$ cat src/rtl/riscv_pkg.sv
// Shared constants for the pipeline register file: default geometry and the
// register-width zero value.
package riscv_pkg;

    localparam int XLEN_DEFAULT  = 32;
    localparam int NREGS_DEFAULT = 32;
    localparam int NREAD_DEFAULT = 2;

    localparam logic [XLEN_DEFAULT-1:0] XLEN_ZERO = '0;

endpackage

$ cat src/rtl/regfile_scoreboard.sv
// Busy-bit scoreboard for the register file: reservations set a bit, writebacks
// clear it, flush clears all; a running count of busy registers is kept.
module regfile_scoreboard #(
    parameter int NREGS = 32,
    localparam int AW = $clog2(NREGS)
) (
    input  logic             clk,
    input  logic             reset_n,
    input  logic             write_enable,
    input  logic [AW-1:0]    write_address,
    input  logic             reserve_enable,
    input  logic [AW-1:0]    reserve_address,
    input  logic             flush,
    output logic [NREGS-1:0] busy,
    output logic [AW:0]      busy_count
);

    logic             set_hit;
    logic             clr_hit;
    logic [NREGS-1:0] busy_next;
    logic [AW:0]      count_next;

    // A reserve to the register being written wins, so that write never clears.
    assign set_hit = reserve_enable && (reserve_address != '0) && !busy[reserve_address];
    assign clr_hit = write_enable && (write_address != '0) && busy[write_address] &&
                     !(reserve_enable && (reserve_address == write_address));

    always_comb begin
        busy_next = busy;
        if (clr_hit) begin
            busy_next[write_address] = 1'b0;
        end
        if (set_hit) begin
            busy_next[reserve_address] = 1'b1;
        end
    end

    always_comb begin
        count_next = busy_count;
        if (set_hit && !clr_hit) begin
            count_next = busy_count + (AW+1)'(1);
        end else if (clr_hit && !set_hit) begin
            count_next = busy_count - (AW+1)'(1);
        end
    end

    always_ff @(posedge clk or negedge reset_n) begin
        if (!reset_n) begin
            busy       <= '0;
            busy_count <= '0;
        end else if (flush) begin
            busy       <= '0;
            busy_count <= '0;
        end else begin
            busy       <= busy_next;
            busy_count <= count_next;
        end
    end

endmodule

$ cat src/rtl/pipe_register_file.sv
// Pipeline register file with per-register busy tracking and NREAD combinational
// read ports. Define REGFILE_BYPASS_EN to forward same-cycle writeback data to reads.
module pipe_register_file
    import riscv_pkg::*;
#(
    parameter int XLEN  = XLEN_DEFAULT,
    parameter int NREGS = NREGS_DEFAULT,
    parameter int NREAD = NREAD_DEFAULT,
    localparam int AW   = $clog2(NREGS)
) (
    input  logic                  clk,
    input  logic                  reset_n,
    input  logic [NREAD*AW-1:0]   in_read_address,
    output logic [NREAD*XLEN-1:0] out_read_data,
    output logic [NREAD-1:0]      out_read_busy,
    input  logic                  in_write_enable,
    input  logic [AW-1:0]         in_write_address,
    input  logic [XLEN-1:0]       in_write_data,
    input  logic                  in_reserve_enable,
    input  logic [AW-1:0]         in_reserve_address,
    input  logic                  in_flush,
    output logic [AW:0]           out_busy_count
);

    logic [XLEN-1:0]  regs [NREGS];
    logic [NREGS-1:0] busy;

    regfile_scoreboard #(
        .NREGS (NREGS)
    ) u_scoreboard (
        .clk             (clk),
        .reset_n         (reset_n),
        .write_enable    (in_write_enable),
        .write_address   (in_write_address),
        .reserve_enable  (in_reserve_enable),
        .reserve_address (in_reserve_address),
        .flush           (in_flush),
        .busy            (busy),
        .busy_count      (out_busy_count)
    );

    // Flush does not gate the data write; only the busy bits are discarded.
    always_ff @(posedge clk or negedge reset_n) begin
        if (!reset_n) begin
            for (int i = 0; i < NREGS; i++) begin
                regs[i] <= XLEN'(XLEN_ZERO);
            end
        end else if (in_write_enable && (in_write_address != '0)) begin
            regs[in_write_address] <= in_write_data;
        end
    end

    for (genvar k = 0; k < NREAD; k++) begin : g_read
        logic [AW-1:0] rd_addr;
        assign rd_addr = in_read_address[k*AW +: AW];

        always_comb begin
            out_read_data[k*XLEN +: XLEN] = XLEN'(XLEN_ZERO);
            out_read_busy[k]              = 1'b0;
            if (rd_addr != '0) begin
`ifdef REGFILE_BYPASS_EN
                if (in_write_enable && (in_write_address == rd_addr)) begin
                    out_read_data[k*XLEN +: XLEN] = in_write_data;
                end else begin
                    out_read_data[k*XLEN +: XLEN] = regs[rd_addr];
                    out_read_busy[k]              = busy[rd_addr];
                end
`else
                out_read_data[k*XLEN +: XLEN] = regs[rd_addr];
                out_read_busy[k]              = busy[rd_addr];
`endif
            end
        end
    end

endmodule

$ cat config.mk
export PLATFORM = sky130hd
export DESIGN_NAME = pipe_register_file
export DESIGN_NICKNAME = d
export VERILOG_FILES = /design/src/rtl/riscv_pkg.sv /design/src/rtl/regfile_scoreboard.sv /design/src/rtl/pipe_register_file.sv
export SDC_FILE = /design/constraint.sdc
export NUM_CORES = 2
export LEC_CHECK = 0
export BUFFER_PORTS_ARGS = -buffer_cell sky130_fd_sc_hd__clkbuf_2
export CAP_MARGIN = 20
export CORE_MARGIN = 2
export CORE_UTILIZATION = 55
export DETAILED_ROUTE_END_ITERATION = 8
export PLACE_DENSITY = 0.72
export SYNTH_ARGS = -nofsm -noshare
export SYNTH_HDL_FRONTEND = slang
export SYNTH_SLANG_ARGS = --single-unit
$ cat constraint.sdc
create_clock -name clk -period 4.9 [get_ports clk]
set_input_delay 0.49 -clock clk [delete_from_list [all_inputs] [get_ports clk]]
set_output_delay 0.49 -clock clk [all_outputs]
set_load 0.02 [all_outputs]
## After elaboration in Yosys (flattened, before gate mapping)

Cells that the tools add are included.

- Equality and inequality tests: 1
- Multiplexer cells: 31
- Bitwise gates (word level): 6
- Add/subtract/negate cells: 2
- Order comparisons: 10
- Reduce and logical (&&, ||, !) cells: 20

Operator list:

| cell | count |
|---|---|
| $bwmux W1024 | 1 |
| $bmux W32 S5 | 2 |
| $mux W32 | 10 |
| $demux W32 S5 | 1 |
| $and A32 B32 Y32 | 1 |
| $not A32 Y32 | 1 |
| $or A32 B32 Y32 | 1 |
| $lt A5 B6 Y1 const B | 4 |
| $bmux W1 S5 | 4 |
| $reduce_bool A5 Y1 | 4 |
| $ge A6 B6 Y1 const B | 3 |
| $mux W6 | 3 |
| $not A5 Y6 | 3 |
| $logic_and A1 B1 Y1 | 11 |
| $demux W1 S5 | 2 |
| $ge A5 B1 Y1 const B | 2 |
| $mux W1 | 8 |
| $add A6 B1 Y6 const B | 1 |
| $lt A6 B1 Y1 const B | 1 |
| $sub A6 B1 Y6 const B | 1 |
| $eq A5 B5 Y1 | 1 |
| $logic_not A1 Y1 | 4 |
| $reduce_bool A3 Y1 | 1 |

- Output and inout bits: 72
- Bits of input ports: 57
- Logic and storage cells: 104
- Bits in registers: 1,062

## Logic depth before layout (Yosys ltp)

- Depth in word-level cells: 10
- Depth in mapped cells: 17
- Mapped depth without buffers: 13

## Modules after synthesis

A second synthesis with hierarchy kept.

- Cells, all modules: 3,928
- Area total of the unflattened synthesis: 58,220.8 um2

By module, submodules not included:

| module | cells an instance | area an instance (um2) | times used | seq. area each (um2) |
|---|---|---|---|---|
| pipe_register_file | 3,653 | 55,615.8 | 1 | 25,624.6 |
| regfile_scoreboard | 275 | 2,605.0 | 1 | 950.9 |

## Worst setup path before layout

OpenSTA, ideal clock, no wires.

- Kind: in2reg
- From: in in_write_address[0]
- To: reg u_scoreboard.busy_count[5]
- Buffers on the path: 3
- Path slack: 1,227 ps
- Data required time: 4,829 ps
- Data arrival time: 3,602 ps
- Cell stages on the path: 15
- Path through: buf_2 mux2_2 o2bb2ai_1 a221oi_1 a41o_1 buf_2 buf_2 nand2_1 ha_1 a21o_1 a21oi_1 o21bai_1 a21o_1 or4b_1 nand4_1

- Longest elaborated chain between the ends: 8
- Elaborated cells on any way between the ends: 15
- Those cells by class: eq/ne (1); mux (4); reduce/logical (10)

RTL lines:

| item | line | text |
|---|---|---|
| start, declared | pipe_register_file.sv:17 | `input logic [AW-1:0] in_write_address,` |
| $bmux W1 S5, or another cell as far along | regfile_scoreboard.sv:25 | `assign clr_hit = write_enable && (write_address != '0) && busy[write_address] &&` |
| $mux W1 (not written as such), or another cell as far along | regfile_scoreboard.sv:25 |  |
| $logic_and A1 B1 Y1 / $logic_not A1 Y1 (equally long branches) | regfile_scoreboard.sv:25, regfile_scoreboard.sv:26 |  |
| $logic_and A1 B1 Y1 * | regfile_scoreboard.sv:25 |  |
| $logic_not A1 Y1 | regfile_scoreboard.sv:40 | `if (set_hit && !clr_hit) begin` |
| $logic_and A1 B1 Y1 | regfile_scoreboard.sv:40 |  |
| $mux W6 | regfile_scoreboard.sv:40 |  |
| $mux W6 | regfile_scoreboard.sv:51 | `end else if (flush) begin` |
| end signal, assigned | regfile_scoreboard.sv:56 | `busy_count <= count_next;` |
| end, declared | regfile_scoreboard.sv:15 | `output logic [AW:0] busy_count` |

Every way passes the cells marked *; elsewhere a longest branch is shown, timed or not. The select of a mux whose other input is x is not followed.
A chain may end at the register's enable or synchronous reset.

## Worst setup path after layout

- From: in in_read_address[0]
- To: out out_read_data[22]

- Longest elaborated chain between the ends: 5
- Elaborated cells on any way between the ends: 6
- Those cells by class: mux (4); bitwise (1); reduce/logical (1)

RTL lines:

| item | line | text |
|---|---|---|
| start, declared | pipe_register_file.sv:13 | `input logic [NREAD*AW-1:0] in_read_address,` |
| $not A5 Y6 (not written as such) | pipe_register_file.sv:69 | `out_read_data[k*XLEN +: XLEN] = regs[rd_addr];` |
| $bmux W32 S5 | pipe_register_file.sv:69 |  |
| $mux W32 (not written as such) (2 in series) | pipe_register_file.sv:69 |  |
| $mux W32 * | pipe_register_file.sv:60 | `if (rd_addr != '0) begin` |
| end, declared | pipe_register_file.sv:14 | `output logic [NREAD*XLEN-1:0] out_read_data,` |

Marks and branches as above.

==> results.toml <==
[clock_tree]
cts.sinks = 1062
cts_tree = "built"
cts_hold_buffers = 1
cts_root_buf = "clkbuf_16"
cts.repair.resized = 0
worstSkewPairLatency_ns = 0.72
numCtsBuffers = 115
clockBufferDepth = 3
post_cts_buffers = 0
cts_max_level = 3
clk_pin_slew_ns = 0.06

[floorplan]
rows = 118
die_h_microns = 326.0
die-area_sq_um = 106300
die_x_microns = 326.0
start_util_pct = 55.25
core-area_sq_um = 103200
ioPinCount = 129

[timing]
fin_ws_ns = 1.075
worst_slew_pin_slew_ns = 1.045
finalHoldViolCount = 0
rsz0062_at_grt = "false"
timing.setup.tns_ns = 0
finalSetupViolCount = 0
fmax_mhz = 261.4
relSlewSlack_pct = 30.31
fin_crit_ns = 3.826
drv_slew = 0
whs_ns = 0.3280
period_share_pct = 78.07
clock_skew_ns = 0.02647

[status]
status = "completed"

[placement]
place_ws_ns = 0.8484
dp_hpwl_microns = 91960
gp_congestion = 0.8973
dpl.cell_count = 4728
io_buffer_count = 128
place_area_sq_um = 59290

[synth]
synthAdderAreaFrac_pct = 0.1229
async_flop_share_pct = 100.0
ys_seq_area_share_pct = 46.60
ys_top_cells_by_area = "dfrtp_1, mux4_2, mux2_2"
synth_fp_nets = 3584
ys_warn_count = 0
yosysTopAreaCell = "dfrtp_1"
yosys.area_share.simple_pct = 1.481
ys_types = 59
avgSynthCellArea_sq_um = 16.19
ys_seq_elements = 1062
synth_top_family_by_area = "multiplexers"
synth_xor_area_share_pct = 0.1514
synth_edf_count = 0
synthFlopType = "dfrtp_1"
synthCells = 3522
synth_compound_area_share_pct = 1.126
synthMuxAreaShare_pct = 47.50
netlist_area_sq_um = 57020
synth_top_area_share_pct = 46.60

[routing]
vias = 34670
ant_nets = 0
first_pass_iters = 5
vias_per_cell = 7.022
drtIter0Drc = 3187
wirelength_microns = 164800
drc = 0
avgRoutedWirePerCell_microns = 33.37

[pwr]
irDropWorstVdd_uv = 300.7
power_density_nw_per_um2 = 413.9
p_seq_share_pct = 44.3
p_total_mw = 26.18
netSwitchingPower_mw = 7.083
p_sw_share_pct = 27.06
p_int_mw = 19.09
power.share.clock_pct = 34.5
p_leak_nw = 26.94
pwr-share-comb_pct = 21.2

[global_routing]
busiest_layer = "met2"
grt_pass1_vias = 37450
met2_usage_pct = 51.15
grt-ovfl-total = 0
grt_pass1_wl_microns = 247500
grtUsageMet3_pct = 5.657
antenna_found_initial = 2
use_met1_pct = 42.49
grt_max_degree = 157
grt_usage_pct = 31.52

[final_layout]
final_cells = 4938
layout_common_cells = "dfrtp_1, mux2_2, mux4_2"
drive_gt1_share_pct = 59.54
design_area_sq_um = 63240
finish.utilization_pct = 61.28
final_common_cell = "dfrtp_1"
area_growth_pct = 10.90
nets = 3528

[setup_path]
cp.arrival_ns = 3.34
start_kind = "primary input"
cp_max_fo = 72
required_ns = 4.41
critical_path_class = "primary input to output pin"
cp-end-kind = "output pin"
reg2reg_from = "u_scoreboard.busy[22]"
setup.worst_path.start = "in_read_address[0]"

[job]
max-cap-violations = 0

[min_path]
hold_path_class = "primary input to register"
hp-start = "in_reserve_address[3]"
metal layers:
layer  share of wire, %  up-vias
li1                   -    13640
met1                 39    19060
met2                 49     1549
met3                7.0      420
met4                4.4        2
met5             0.0073        -
area by class of cell:
cell class	instances	area, sq um
antenna	1	2.502
clock buffer	164	3313
clock inverter	44	623.1
fill	7293	39960
inverter	17	63.81
multi-input combinational	2030	28970
sequential	1062	26580
tap	1380	1727
timing repair buffer	240	1969
worst max-delay path: stages:
cell and delay [ns]:
buf_8 0.63, buf_12 0.33, buf_12 0.22, mux4_2 0.51, mux4_2 0.50, mux2i_1 0.26, nor2_1 0.08, clkbuf_2 0.17
Yosys cell counts, types with 6 or more instances:
| cell type | instances |
|---|---|
| dfrtp_1 | 1062 |
| mux2_2 | 994 |
| mux4_2 | 663 |
| clkbuf_1 | 289 |
| nor2_1 | 109 |
| mux2i_1 | 80 |
| buf_2 | 62 |
| buf_1 | 56 |
| o21ai_0 | 27 |
| o311ai_0 | 24 |
| nand2_1 | 18 |
| inv_1 | 17 |
| nand3_1 | 12 |
| nor4_1 | 10 |
| mux2_1 | 7 |
| o32ai_1 | 7 |
| nor2b_1 | 6 |
state kept, by name, indices dropped and copies added, names as in the netlist:
register,count
u_scoreboard.busy,32
u_scoreboard.busy_count,6
regs,1024
final timing paths:
kind                                                   end  slack (ns)  depth (start not counted)
worst min-delay path                 u_scoreboard.busy[15]        0.33                          3
min in group asynchronous       u_scoreboard.busy_count[3]        0.46                          2
worst max-delay path                     out_read_data[22]        1.07                          8
worst min register to register                  regs[1003]        0.40                          0
max in group asynchronous                        regs[911]        2.98                          3
worst max register to register  u_scoreboard.busy_count[5]        1.12                         12
power groups by stage:
stage                     logic [mW]  clock network (mW)  registers, mW
after CTS                       5.58                9.16           11.5
final                           5.55                9.03           11.6
after floorplan                 4.25                   0           11.3
after global routing            5.89                9.51           11.8
after detailed placement        5.56                   0           11.7
after global placement          5.37                   0           11.4
kinds of logic (layout without fill, tap and decap cells):
family / count (synthesis) / after routing
buffers and inverters: 430 / 465
multiplexers: 1747 / 1747
adder cells (fa/ha/maj): 5 / 5
XOR/XNOR: 9 / 9
AND/OR/NAND/NOR: 184 / 184
other: 0 / 1
AO/OA/AOI/OAI: 85 / 85
flip-flops: 1062 / 1062
Note: power is estimated with default switching activity, not from simulation.
